File: src/rtl/card_pkg.sv
// Shared types and constants for the memory-game card grid renderer.
package card_pkg;

    typedef enum logic [1:0] {
        HIDDEN  = 2'd0,
        SHOWN   = 2'd1,
        MATCHED = 2'd2
    } card_state_t;

    typedef enum logic [1:0] {
        IDLE  = 2'd0,
        CLOSE = 2'd1,
        OPEN  = 2'd2
    } anim_state_t;

    localparam logic [1:0] OP_FLIP_UP   = 2'd0;
    localparam logic [1:0] OP_FLIP_DOWN = 2'd1;
    localparam logic [1:0] OP_MATCH     = 2'd2;

    localparam logic [2:0] HILITE_RGB = 3'b111;

endpackage

File: src/rtl/card_flip_anim.sv
// Flip animator: one card at a time closes to a sliver over FLIP_FRAMES
// frames, swaps its state, then reopens over another FLIP_FRAMES frames.
//
//   state | meaning
//   IDLE  | no animation, commands accepted
//   CLOSE | inset grows by STEP per frame, old face/back shown
//   OPEN  | inset shrinks by STEP per frame, new face/back shown
module card_flip_anim
    import card_pkg::*;
#(
    parameter int CARD_W      = 83,
    parameter int FLIP_FRAMES = 8,
    parameter int IDX_W       = 4,
    parameter int INSET_W     = 7
) (
    input  logic               clk,
    input  logic               rst_n,
    input  logic               frame_tick,
    input  logic               start,
    input  logic [IDX_W-1:0]   start_idx,
    output logic [IDX_W-1:0]   active_idx,
    output logic [INSET_W-1:0] inset,
    output anim_state_t        phase,
    output logic               toggle
);

    localparam int STEP  = CARD_W / (2 * FLIP_FRAMES);
    localparam int CNT_W = $clog2(FLIP_FRAMES + 1);
    localparam logic [CNT_W-1:0]   CNT_LOAD = CNT_W'(FLIP_FRAMES);
    localparam logic [CNT_W-1:0]   CNT_TC   = CNT_W'(1);
    localparam logic [INSET_W-1:0] STEP_V   = INSET_W'(STEP);

    anim_state_t        state, state_nxt;
    logic [CNT_W-1:0]   cnt, cnt_nxt;
    logic [INSET_W-1:0] inset_nxt;
    logic [IDX_W-1:0]   idx_nxt;

    // State, frame down-counter, inset and target card registers.
    always_ff @(posedge clk or negedge rst_n) begin
        if (!rst_n) begin
            state      <= IDLE;
            cnt        <= '0;
            inset      <= '0;
            active_idx <= '0;
        end else begin
            state      <= state_nxt;
            cnt        <= cnt_nxt;
            inset      <= inset_nxt;
            active_idx <= idx_nxt;
        end
    end

    // Next-state logic; the toggle strobe fires on the last closing frame.
    always_comb begin
        state_nxt = state;
        cnt_nxt   = cnt;
        inset_nxt = inset;
        idx_nxt   = active_idx;
        toggle    = 1'b0;
        case (state)
            IDLE: begin
                if (start) begin
                    state_nxt = CLOSE;
                    cnt_nxt   = CNT_LOAD;
                    inset_nxt = '0;
                    idx_nxt   = start_idx;
                end
            end
            CLOSE: begin
                if (frame_tick) begin
                    inset_nxt = inset + STEP_V;
                    if (cnt == CNT_TC) begin
                        toggle    = 1'b1;
                        state_nxt = OPEN;
                        cnt_nxt   = CNT_LOAD;
                    end else begin
                        cnt_nxt = cnt - 1'b1;
                    end
                end
            end
            OPEN: begin
                if (frame_tick) begin
                    inset_nxt = inset - STEP_V;
                    if (cnt == CNT_TC) begin
                        state_nxt = IDLE;
                        inset_nxt = '0;
                        cnt_nxt   = '0;
                    end else begin
                        cnt_nxt = cnt - 1'b1;
                    end
                end
            end
            default: begin
                state_nxt = IDLE;
                inset_nxt = '0;
            end
        endcase
    end

    assign phase = state;

endmodule

File: src/rtl/card_grid_renderer.sv
// Card grid renderer: per-card state/face registers, command decode, and a
// 2-stage pixel pipeline around an external 1-cycle-latency face ROM.
// Optional cursor border: define CARD_GRID_HILITE_EN.
module card_grid_renderer
    import card_pkg::*;
#(
    parameter int         ROWS        = 4,
    parameter int         COLS        = 4,
    parameter int         CARD_W      = 83,
    parameter int         CARD_H      = 83,
    parameter int         PITCH_X     = 100,
    parameter int         PITCH_Y     = 100,
    parameter int         ORG_X       = 130,
    parameter int         ORG_Y       = 70,
    parameter int         FLIP_FRAMES = 8,
    parameter int         FACES       = 8,
    parameter logic [2:0] BACK_RGB    = 3'b001
) (
    input  logic                                      clk,
    input  logic                                      rst_n,
    input  logic [9:0]                                hcount,
    input  logic [9:0]                                vcount,
    input  logic                                      frame_tick,
    input  logic                                      cmd_valid,
    output logic                                      cmd_ready,
    input  logic [1:0]                                cmd_op,
    input  logic [$clog2(ROWS*COLS)-1:0]              cmd_idx,
    input  logic [$clog2(FACES)-1:0]                  cmd_face,
    input  logic [$clog2(ROWS*COLS)-1:0]              cursor_idx,
    output logic [$clog2(FACES)+$clog2(CARD_H)-1:0]   rom_addr,
    input  logic [3*CARD_W-1:0]                       rom_data,
    output logic                                      cardon,
    output logic [2:0]                                rgb,
    output logic                                      busy
);

    localparam int N      = ROWS * COLS;
    localparam int IDX_W  = $clog2(N);
    localparam int FACE_W = $clog2(FACES);
    localparam int ROW_W  = $clog2(CARD_H);
    localparam int CW     = $clog2(CARD_W);

    localparam logic [9:0]       ORG_X_V  = 10'(ORG_X);
    localparam logic [9:0]       ORG_Y_V  = 10'(ORG_Y);
    localparam logic [9:0]       CARD_W_V = 10'(CARD_W);
    localparam logic [9:0]       CARD_H_V = 10'(CARD_H);
    localparam logic [IDX_W:0]   N_V      = (IDX_W + 1)'(N);
    localparam logic [CW-1:0]    LAST_COL = CW'(CARD_W - 1);

    card_state_t        card_st   [N];
    logic [FACE_W-1:0]  card_face [N];

    // ---------------- command decode ----------------
    logic               accept, idx_ok, flip_start, do_match;
    card_state_t        cur_st;
    logic [IDX_W-1:0]   act_idx;
    logic [CW-1:0]      inset;
    anim_state_t        phase;
    logic               toggle;

    assign accept     = cmd_valid && cmd_ready;
    assign idx_ok     = ({1'b0, cmd_idx} < N_V);
    assign cur_st     = idx_ok ? card_st[cmd_idx] : HIDDEN;
    assign flip_start = accept && idx_ok &&
                        (((cmd_op == OP_FLIP_UP)   && (cur_st == HIDDEN)) ||
                         ((cmd_op == OP_FLIP_DOWN) && (cur_st == SHOWN)));
    assign do_match   = accept && idx_ok && (cmd_op == OP_MATCH) && (cur_st == SHOWN);
    assign cmd_ready  = (phase == IDLE);
    assign busy       = (phase != IDLE);

    card_flip_anim #(
        .CARD_W      (CARD_W),
        .FLIP_FRAMES (FLIP_FRAMES),
        .IDX_W       (IDX_W),
        .INSET_W     (CW)
    ) u_anim (
        .clk        (clk),
        .rst_n      (rst_n),
        .frame_tick (frame_tick),
        .start      (flip_start),
        .start_idx  (cmd_idx),
        .active_idx (act_idx),
        .inset      (inset),
        .phase      (phase),
        .toggle     (toggle)
    );

    // Per-card state and face registers. Match and toggle never coincide:
    // matches are only accepted in IDLE, toggles only occur in CLOSE.
    always_ff @(posedge clk or negedge rst_n) begin
        if (!rst_n) begin
            for (int i = 0; i < N; i++) begin
                card_st[i]   <= HIDDEN;
                card_face[i] <= '0;
            end
        end else begin
            if (flip_start && (cmd_op == OP_FLIP_UP))
                card_face[cmd_idx] <= cmd_face;
            if (do_match)
                card_st[cmd_idx] <= MATCHED;
            if (toggle)
                card_st[act_idx] <= (card_st[act_idx] == SHOWN) ? HIDDEN : SHOWN;
        end
    end

    // ---------------- pixel stage 1 ----------------
    logic [9:0]       dx, dy, lx, ly;
    int               ci, ri;
    logic             hit_x, hit_y;
    logic [IDX_W-1:0] pix_idx;

    // Grid hit test; card column/row found by comparator chains on the pitch.
    always_comb begin
        dx = hcount - ORG_X_V;
        dy = vcount - ORG_Y_V;
        ci = 0;
        ri = 0;
        lx = dx;
        ly = dy;
        for (int c = 1; c < COLS; c++) begin
            if (dx >= 10'(c * PITCH_X)) begin
                ci = c;
                lx = dx - 10'(c * PITCH_X);
            end
        end
        for (int r = 1; r < ROWS; r++) begin
            if (dy >= 10'(r * PITCH_Y)) begin
                ri = r;
                ly = dy - 10'(r * PITCH_Y);
            end
        end
        // Positions left of/above the origin wrap in dx/dy and must miss.
        hit_x   = (hcount >= ORG_X_V) && (lx < CARD_W_V);
        hit_y   = (vcount >= ORG_Y_V) && (ly < CARD_H_V);
        pix_idx = IDX_W'(ri * COLS + ci);
    end

    assign rom_addr = {card_face[pix_idx], ly[ROW_W-1:0]};

    logic             s1_hit, s1_anim;
    logic [CW-1:0]    s1_col, s1_inset;
    logic [ROW_W-1:0] s1_row;
    card_state_t      s1_state;

    // Stage 1 register: hit, local coordinates and the card's current state.
    always_ff @(posedge clk or negedge rst_n) begin
        if (!rst_n) begin
            s1_hit   <= 1'b0;
            s1_anim  <= 1'b0;
            s1_col   <= '0;
            s1_row   <= '0;
            s1_inset <= '0;
            s1_state <= HIDDEN;
        end else begin
            s1_hit   <= hit_x && hit_y;
            s1_anim  <= (phase != IDLE) && (pix_idx == act_idx);
            s1_col   <= lx[CW-1:0];
            s1_row   <= ly[ROW_W-1:0];
            s1_inset <= inset;
            s1_state <= card_st[pix_idx];
        end
    end

`ifdef CARD_GRID_HILITE_EN
    localparam logic [ROW_W-1:0] LAST_ROW = ROW_W'(CARD_H - 1);
    logic s1_cur;

    // Remember whether this pixel belongs to the cursor card.
    always_ff @(posedge clk or negedge rst_n) begin
        if (!rst_n) s1_cur <= 1'b0;
        else        s1_cur <= (pix_idx == cursor_idx);
    end
`else
    logic unused_cursor;
    assign unused_cursor = ^cursor_idx;
`endif

    // ---------------- pixel stage 2 ----------------
    logic       masked, on_nxt;
    logic [2:0] rgb_nxt;

    // Colour select: back, ROM face, border, or black in gaps/inset.
    always_comb begin
        masked  = s1_anim && ((s1_col < s1_inset) || (s1_col > (LAST_COL - s1_inset)));
        on_nxt  = s1_hit && !masked;
        rgb_nxt = 3'b000;
        if (on_nxt) begin
            if (s1_state == HIDDEN) rgb_nxt = BACK_RGB;
            else                    rgb_nxt = rom_data[3*int'(s1_col) +: 3];
`ifdef CARD_GRID_HILITE_EN
            if (s1_cur && ((s1_col < CW'(2)) || (s1_col > (LAST_COL - CW'(2))) ||
                           (s1_row < ROW_W'(2)) || (s1_row > (LAST_ROW - ROW_W'(2)))))
                rgb_nxt = HILITE_RGB;
`endif
        end
    end

    // Stage 2 register: the visible outputs.
    always_ff @(posedge clk or negedge rst_n) begin
        if (!rst_n) begin
            cardon <= 1'b0;
            rgb    <= 3'b000;
        end else begin
            cardon <= on_nxt;
            rgb    <= rgb_nxt;
        end
    end

endmodule
File: config.mk
export PLATFORM = sky130hd
export DESIGN_NAME = card_grid_renderer
export DESIGN_NICKNAME = d
export VERILOG_FILES = /design/src/rtl/card_pkg.sv /design/src/rtl/card_flip_anim.sv /design/src/rtl/card_grid_renderer.sv
export SDC_FILE = /design/constraint.sdc
export NUM_CORES = 1
export LEC_CHECK = 0
export ABC_AREA = 1
export ABC_CLOCK_PERIOD_IN_PS = 3900
export CAP_MARGIN = 40
export CORE_MARGIN = 1.5
export CORE_UTILIZATION = 50
export DETAILED_ROUTE_END_ITERATION = 16
export GPL_ROUTABILITY_DRIVEN = 0
export HOLD_SLACK_MARGIN = 0.08
export PLACE_DENSITY = 0.83
export SETUP_SLACK_MARGIN = 0.2
export SLEW_MARGIN = 20
export SYNTH_ARGS = -nofsm -noshare
export SYNTH_HDL_FRONTEND = slang
export SYNTH_SLANG_ARGS = --single-unit
export TNS_END_PERCENT = 30
File: constraint.sdc
create_clock -name clk -period 3.9 [get_ports clk]
set_clock_uncertainty 0.1 [all_clocks]
set_input_delay 0.39 -clock clk [delete_from_list [all_inputs] [get_ports clk]]
set_output_delay 0.39 -clock clk [all_outputs]
set_load 0.02 [all_outputs]
==> results of run 1 <==
==> metal layers <==
layer,global-route usage,part of all wire,vias up
li1,-,-,6403
met1,0.4357,0.39,6156
met2,0.5774,0.47,736
met3,0.07317,0.098,144
met4,0.1688,0.042,0
met5,0,0,-
==> what timing repair did <==
action,in CTS,in global routing
cloned,0,2
buffers inserted,0,1
endpoints found under the setup margin,7,8
hold buffers,1,0
hold endpoints to repair,44,0
pin swaps,0,7
gates resized for setup,8,32
==> critical path: cells and delay by family <==
family	cells	cell delay, ns
compound gates	2	0.25
fa+ha+maj	2	0.49
simple gates	9	0.90
buf+inv	6	1.01
==> cells by family (layout without fill, tap and decap cells) <==
kind of cell,after synthesis,in the layout,synth area share
AOI/OAI and AO/OA,379,379,0.2154
xor gates and xnor gates,21,21,0.01714
adders and majority gates,39,39,0.04549
buffers and inverters,226,537,0.08141
DFF,119,119,0.2776
muxes,9,9,0.008398
other,0,2,0
and+or+nand+nor,925,925,0.3546
==> how the worst max path moves through the flow <==
| stage | cells past startpoint | to | start | slack, ns |
|---|---|---|---|---|
| 2_1_floorplan | 19 | rom_addr[7] | hcount[1] | 0.60 |
| 3_3_place_gp | 22 | rom_addr[9] | hcount[1] | -0.08 |
| 3_5_place_dp | 22 | rom_addr[8] | hcount[1] | -0.11 |
| 4_1_cts | 18 | rom_addr[5] | vcount[1] | 0.12 |
| 5_1_grt | 19 | rom_addr[8] | hcount[2] | 0.18 |
| 6_report | 19 | rom_addr[7] | hcount[2] | 0.37 |
==> final cells by class <==
class | instances | area (um2) | share of cell area
multi-input cells | 1373 | 6932 | 0.4628
well taps | 275 | 344.1 | 0.02297
clock buffers | 22 | 474.2 | 0.03166
clock inverters | 10 | 97.59 | 0.006516
repair buffers | 367 | 3620 | 0.2417
diodes | 2 | 5.005 | 0.0003342
flip-flops and latches | 119 | 2985 | 0.1993
inverters | 138 | 519.2 | 0.03467
==> stage by stage <==
step,setup WS [ns],hold slack (ns),util
after floorplan,0.5957,-0.005591,-
after global placement,-0.08103,0.3343,0.6779
after detailed placement,-0.1123,0.3426,0.6792
after CTS,0.1189,0.3697,0.7066
after global routing,0.1788,0.2900,0.7125
final,0.3660,0.2494,0.7125
==> power by group <==
| group | switching (mW) | internal, mW | total, mW |
|---|---|---|---|
| Combinational | 1.63 | 1.11 | 2.73 |
| Sequential | 0.234 | 1.47 | 1.70 |
| Clock | 0.574 | 0.925 | 1.50 |
| Total | 2.43 | 3.50 | 5.93 |
==> cells in the mapped netlist (9+ instances only) <==
cell | instances | area (um2)
a21oi_1 | 57 | 285.3
buf_2 | 17 | 85.08
clkbuf_1 | 66 | 247.7
dfrtp_1 | 119 | 2978
ha_1 | 39 | 488.0
inv_1 | 133 | 499.2
mux2i_1 | 9 | 90.09
nand2_1 | 402 | 1509
nand3_1 | 177 | 885.9
nand4_1 | 9 | 56.30
nor2_1 | 300 | 1126
nor3_1 | 21 | 105.1
o211ai_1 | 30 | 225.2
o21ai_0 | 174 | 870.8
o21bai_1 | 16 | 120.1
o221ai_1 | 16 | 140.1
o22ai_1 | 14 | 87.58
o31ai_1 | 21 | 157.7
o32ai_1 | 31 | 271.5
xor2_1 | 17 | 148.9
==> sequential cells by signal, summed over array words and instances, names as in the netlist <==
name               flops
card_face             48
card_st               32
cardon                 1
rgb                    3
s1_anim                1
s1_col                 7
s1_hit                 1
s1_inset               7
s1_state               2
u_anim.active_idx      4
u_anim.cnt             4
u_anim.inset           7
u_anim.phase           2
==> metrics.txt, run 1 <==
status completed; Total Power just under 6 mW; Startpoint Class input port; sequential cell area fraction in the yosys report 0.2776; gr ovfl total 0; root buf cell clkbuf_16; RSZ-0062 raised after global routing false; Crit Path Class in -> out; area of the core 0.02102 mm2; Main synth FF type dfrtp_1; Final min period 3.534 ns; fin area 0.01498 mm2; # port buffers a little under 300; hold-critical path depth 3; CP max FO 8; dpl cells between 2k and 2.5k; non-filler cells, final 2306; Area after DPL 0.01428 mm2; CP arrival 3.04 ns; most used cell, CP nand3_1; P&R area growth vs syn 39.61%; share of layout cells above drive strength 1 0.06604; # rows 53; CTS buffer count 17; Slew Limit Fails 0; DR pass1 iterations 6; Avg Inst Size Synth between 6 and 7 um2; HP Class in -> reg; Peak VDD IR about 630 uV; CP Capture Type output pin; syn_nets 2043; clock tree from TritonCTS done; Synth cell types 41; vias per cell about 5.8; clock slew at reported path FFs about 0.060 ns; Remaining DRCs 0; hpwl dp roughly 30000 um; H-tree depth 4; CP required ~3.4 ns; FMAX between 200 and 300 MHz; die width roughly 150 um; Tightest Pin Transition 0.8229 ns; Hold Fails Final Rpt 0; setup_tns 0 ns; Iter 0 DRT Violations between 1k and 1.5k; Yosys warnings 0; largest net degree at the start of global routing roughly 100; R2R cell count 8; Post-synth EDFFs 0; Total Nets Final 2341; Crit-path slowest cell clkdlybuf4s50_1; RR Startpoint u_anim.phase[1]; Clock Sinks 119; Slew Limit Headroom 0.4472; Die Ht 149.5 um; vias in the first global route ~12k; Die ar. 0.02234 mm2; Worst Hold End s1_col[1]; synthesized area 0.01073 mm2; Worst R2R Setup Slack between 0.9 and 1 ns; Ports about 300; HP Start hcount[1]; delay of the slowest critical-path stage 0.47 ns; max cap viols 0; register bit total from synthesis 119; Final ANT Viol Nets 0; P_leak 6.898 nW; Starting Density 0.5103; most frequent cells in the layout nand2_1 (394), nor2_1 (297), clkdlybuf4s50_1 (287), nand3_1 (176), o21ai_0 (173); ys async rst share 1.000; Clock Path Buffers 2; r2r endpoint card_st[28]; FILL cells roughly 1.7k; detailed-route via count around 13k; later-pin clock latency in the skew report 0.42 ns; period utilization 0.9062; post-synthesis cell count 1718; CP cell instances clkdlybuf4s50_1 -> inv_1 -> ha_2 -> inv_1 -> buf_4 -> ha_1 -> nand2_1 -> nand3_1 -> nand3_1 -> nand2_1 -> nand2_2 -> nand2_4 -> buf_12 -> a21oi_1 -> o21ai_0 -> nand3_1 -> nand3_1 -> nand2_1 -> buf_4; first-pass GRT wire length 61870 um; Routed wire per std cell between 15 and 20 um; commonest non-fill, non-tap cell in the layout nand2_1; P per Cell Area 396.2 mW/mm2; final wirelength about 40000 um; initial antenna violation count 2; GRT Resource Usage Total 0.3502; final setup fails 0
Note: power is estimated with default switching activity, not from simulation.
==> run 2: changes to the inputs <==
- CTS_CLUSTER_DIAMETER: default -> 200
==> results of run 2 <==
The final DEF is identical to that of run 1; final timing and power are the same.
==> run 3: changes to the inputs <==
- PLACE_DENSITY: 0.83 -> 0.82
==> metrics.txt, run 3 (synthesis results as in run 1) <==
post-CTS setup buffer count 0; H-tree depth 4; root buf cell clkbuf_16; Slew Limit Headroom 0.4567; Crit Path Class in -> out; final core area utilization 0.7107; max reg flops 48; hpwl dp 29890 um; CP Capture Type output pin; largest net degree at the start of global routing 120; RR Startpoint s1_inset[0]; period utilization 0.9263; Total Nets Final roughly 2.3k; P&R area growth vs syn 39.26%; Routed wire per std cell between 15 and 20 um; Total Power around 6 mW; Worst R2R Setup Slack 1.13 ns; Ports ~300; final wirelength 40270 um; vias in the first global route 12.16k; GRT Resource Usage Total 0.3469; CP startpoint vcount[1]; worst hold margin 0.3742 ns; initial antenna violation count 1; CP required 3.41 ns; worst setup margin roughly 0.29 ns; Place WS -0.1447 ns; area of the core 0.02102 mm2; CP cell instances clkdlybuf4s50_1 -> ha_1 -> xnor2_1 -> inv_1 -> ha_1 -> nor3b_2 -> nand3b_1 -> nand2_1 -> nand2_1 -> nand3_1 -> nand2_2 -> inv_1 -> nand3_1 -> nand3_2 -> nand2_2 -> buf_4; status completed; Startpoint Class input port; FILL cells 1747; most frequent cells in the layout nand2_1 (396), nor2_1 (300), clkdlybuf4s50_1 (288), nand3_1 (176), o21ai_0 (169); die width 149.5 um; Die ar. 0.02234 mm2; RSZ-0062 raised after global routing true; first-pass GRT wire length roughly 61000 um; CP arrival 3.12 ns; # rows 53; Crit-path slowest cell clkdlybuf4s50_1; worst setup path endpoint rom_addr[8]; gr ovfl total 0; DR pass1 iterations 6; HP Class reg -> reg; clock slew at reported path FFs 0.06 ns; Tightest Pin Transition 0.8149 ns; Clock Sinks around 120; Remaining DRCs 0; r2r endpoint rgb[2]; delay of the slowest critical-path stage about 0.45 ns; CTS buffer count 17; FMAX 276.8 MHz; share of layout cells above drive strength 1 0.06231; Peak VDD IR 451.3 uV; Hold Fails Final Rpt 0; P per Cell Area 406.3 mW/mm2; clock tree from TritonCTS done; Final min period approximately 3.6 ns; CP max FO 7; commonest non-fill, non-tap cell in the layout nand2_1; R2R cell count 15; # port buffers 297; Largest Register card_face; Starting Density 0.5103; setup_tns 0 ns; Die Ht 149.5 um; later-pin clock latency in the skew report 0.44 ns; P_leak 6.880 nW; Iter 0 DRT Violations 1239; Largest regs card_face x48, card_st x32; final setup fails 0; Final ANT Viol Nets 0; Slew Limit Fails 0; Clock Path Buffers 2; max cap viols 0; detailed-route via count 13.37k; vias per cell ~5.8
==> run 3: changes by cell type in the layout (fill, tap and decap cells not counted), sizes merged <==
cell,delta
diode,-1
buf,-6
clkinv,-1
bufinv,+2
clkbuf,-6
dlymetal6s2s,-1
inv,+7
clkdlybuf4s50,+1
clkinvlp,-3
==> run 3: per-stage QoR <==
stage	instance area (um2)	cells
CTS	14830	2294
detailed placement	14210	2261
finish	14940	2298
global route	14940	2298
global placement	14200	2259
floorplan	10730	1718
==> run 3: final cells by class <==
type / count / area, um2 / area share
repair buffers: 360 / 3552 / 0.2378
clock inverters: 15 / 190.2 / 0.01273
multi-input cells: 1373 / 6920 / 0.4632
diodes: 1 / 2.502 / 0.0001675
clock buffers: 17 / 425.4 / 0.02848
inverters: 138 / 519.2 / 0.03476
well taps: 275 / 344.1 / 0.02303
flip-flops and latches: 119 / 2985 / 0.1998
==> run 3: worst min path at each step <==
stage / startpoint / to / slack [ns] / cells past startpoint
2_1_floorplan: rst_n / card_face[0] / -0.006 / 0
3_3_place_gp: u_anim.inset[5] / s1_inset[5] / 0.34 / 0
3_5_place_dp: u_anim.inset[6] / s1_inset[6] / 0.36 / 0
4_1_cts: card_face[42] / card_face[42] / 0.37 / 2
5_1_grt: card_face[44] / card_face[44] / 0.39 / 2
6_report: card_face[42] / card_face[42] / 0.37 / 2
==> run 3: power breakdown <==
part / leakage (nW) / switching [mW] / internal, mW / total (mW)
registers: 1.54 / 0.243 / 1.47 / 1.71
logic: 5.05 / 1.61 / 1.10 / 2.71
clock network: 0.294 / 0.634 / 1.02 / 1.65
total: 6.88 / 2.48 / 3.58 / 6.07
==> run 3: repair_timing <==
| action | CTS | global route |
|---|---|---|
| gates cloned | 0 | 2 |
| hold buffers | 1 | 0 |
| hold endpoints to repair | 119 | 0 |
| pin swaps | 0 | 4 |
| endpoints found under the setup margin | 8 | 8 |
| gates resized for setup | 8 | 34 |
==> run 3: critical path: cells and delay by family <==
family        cells  cell delay, ns
xor+xnor          1            0.22
fa+ha+maj         2            0.46
simple gates      9            1.11
buf+inv           4            0.94
==> run 3: per-layer routing <==
layer  share of wire  routed length, um  track usage  vias up
met5               0                  0            0        -
met3            0.10               4167      0.08750      137
met4           0.043               1719       0.1540        0
li1                -                  -            -     6383
met2            0.46              18540       0.5654      748
met1            0.39              15850       0.4330     6103
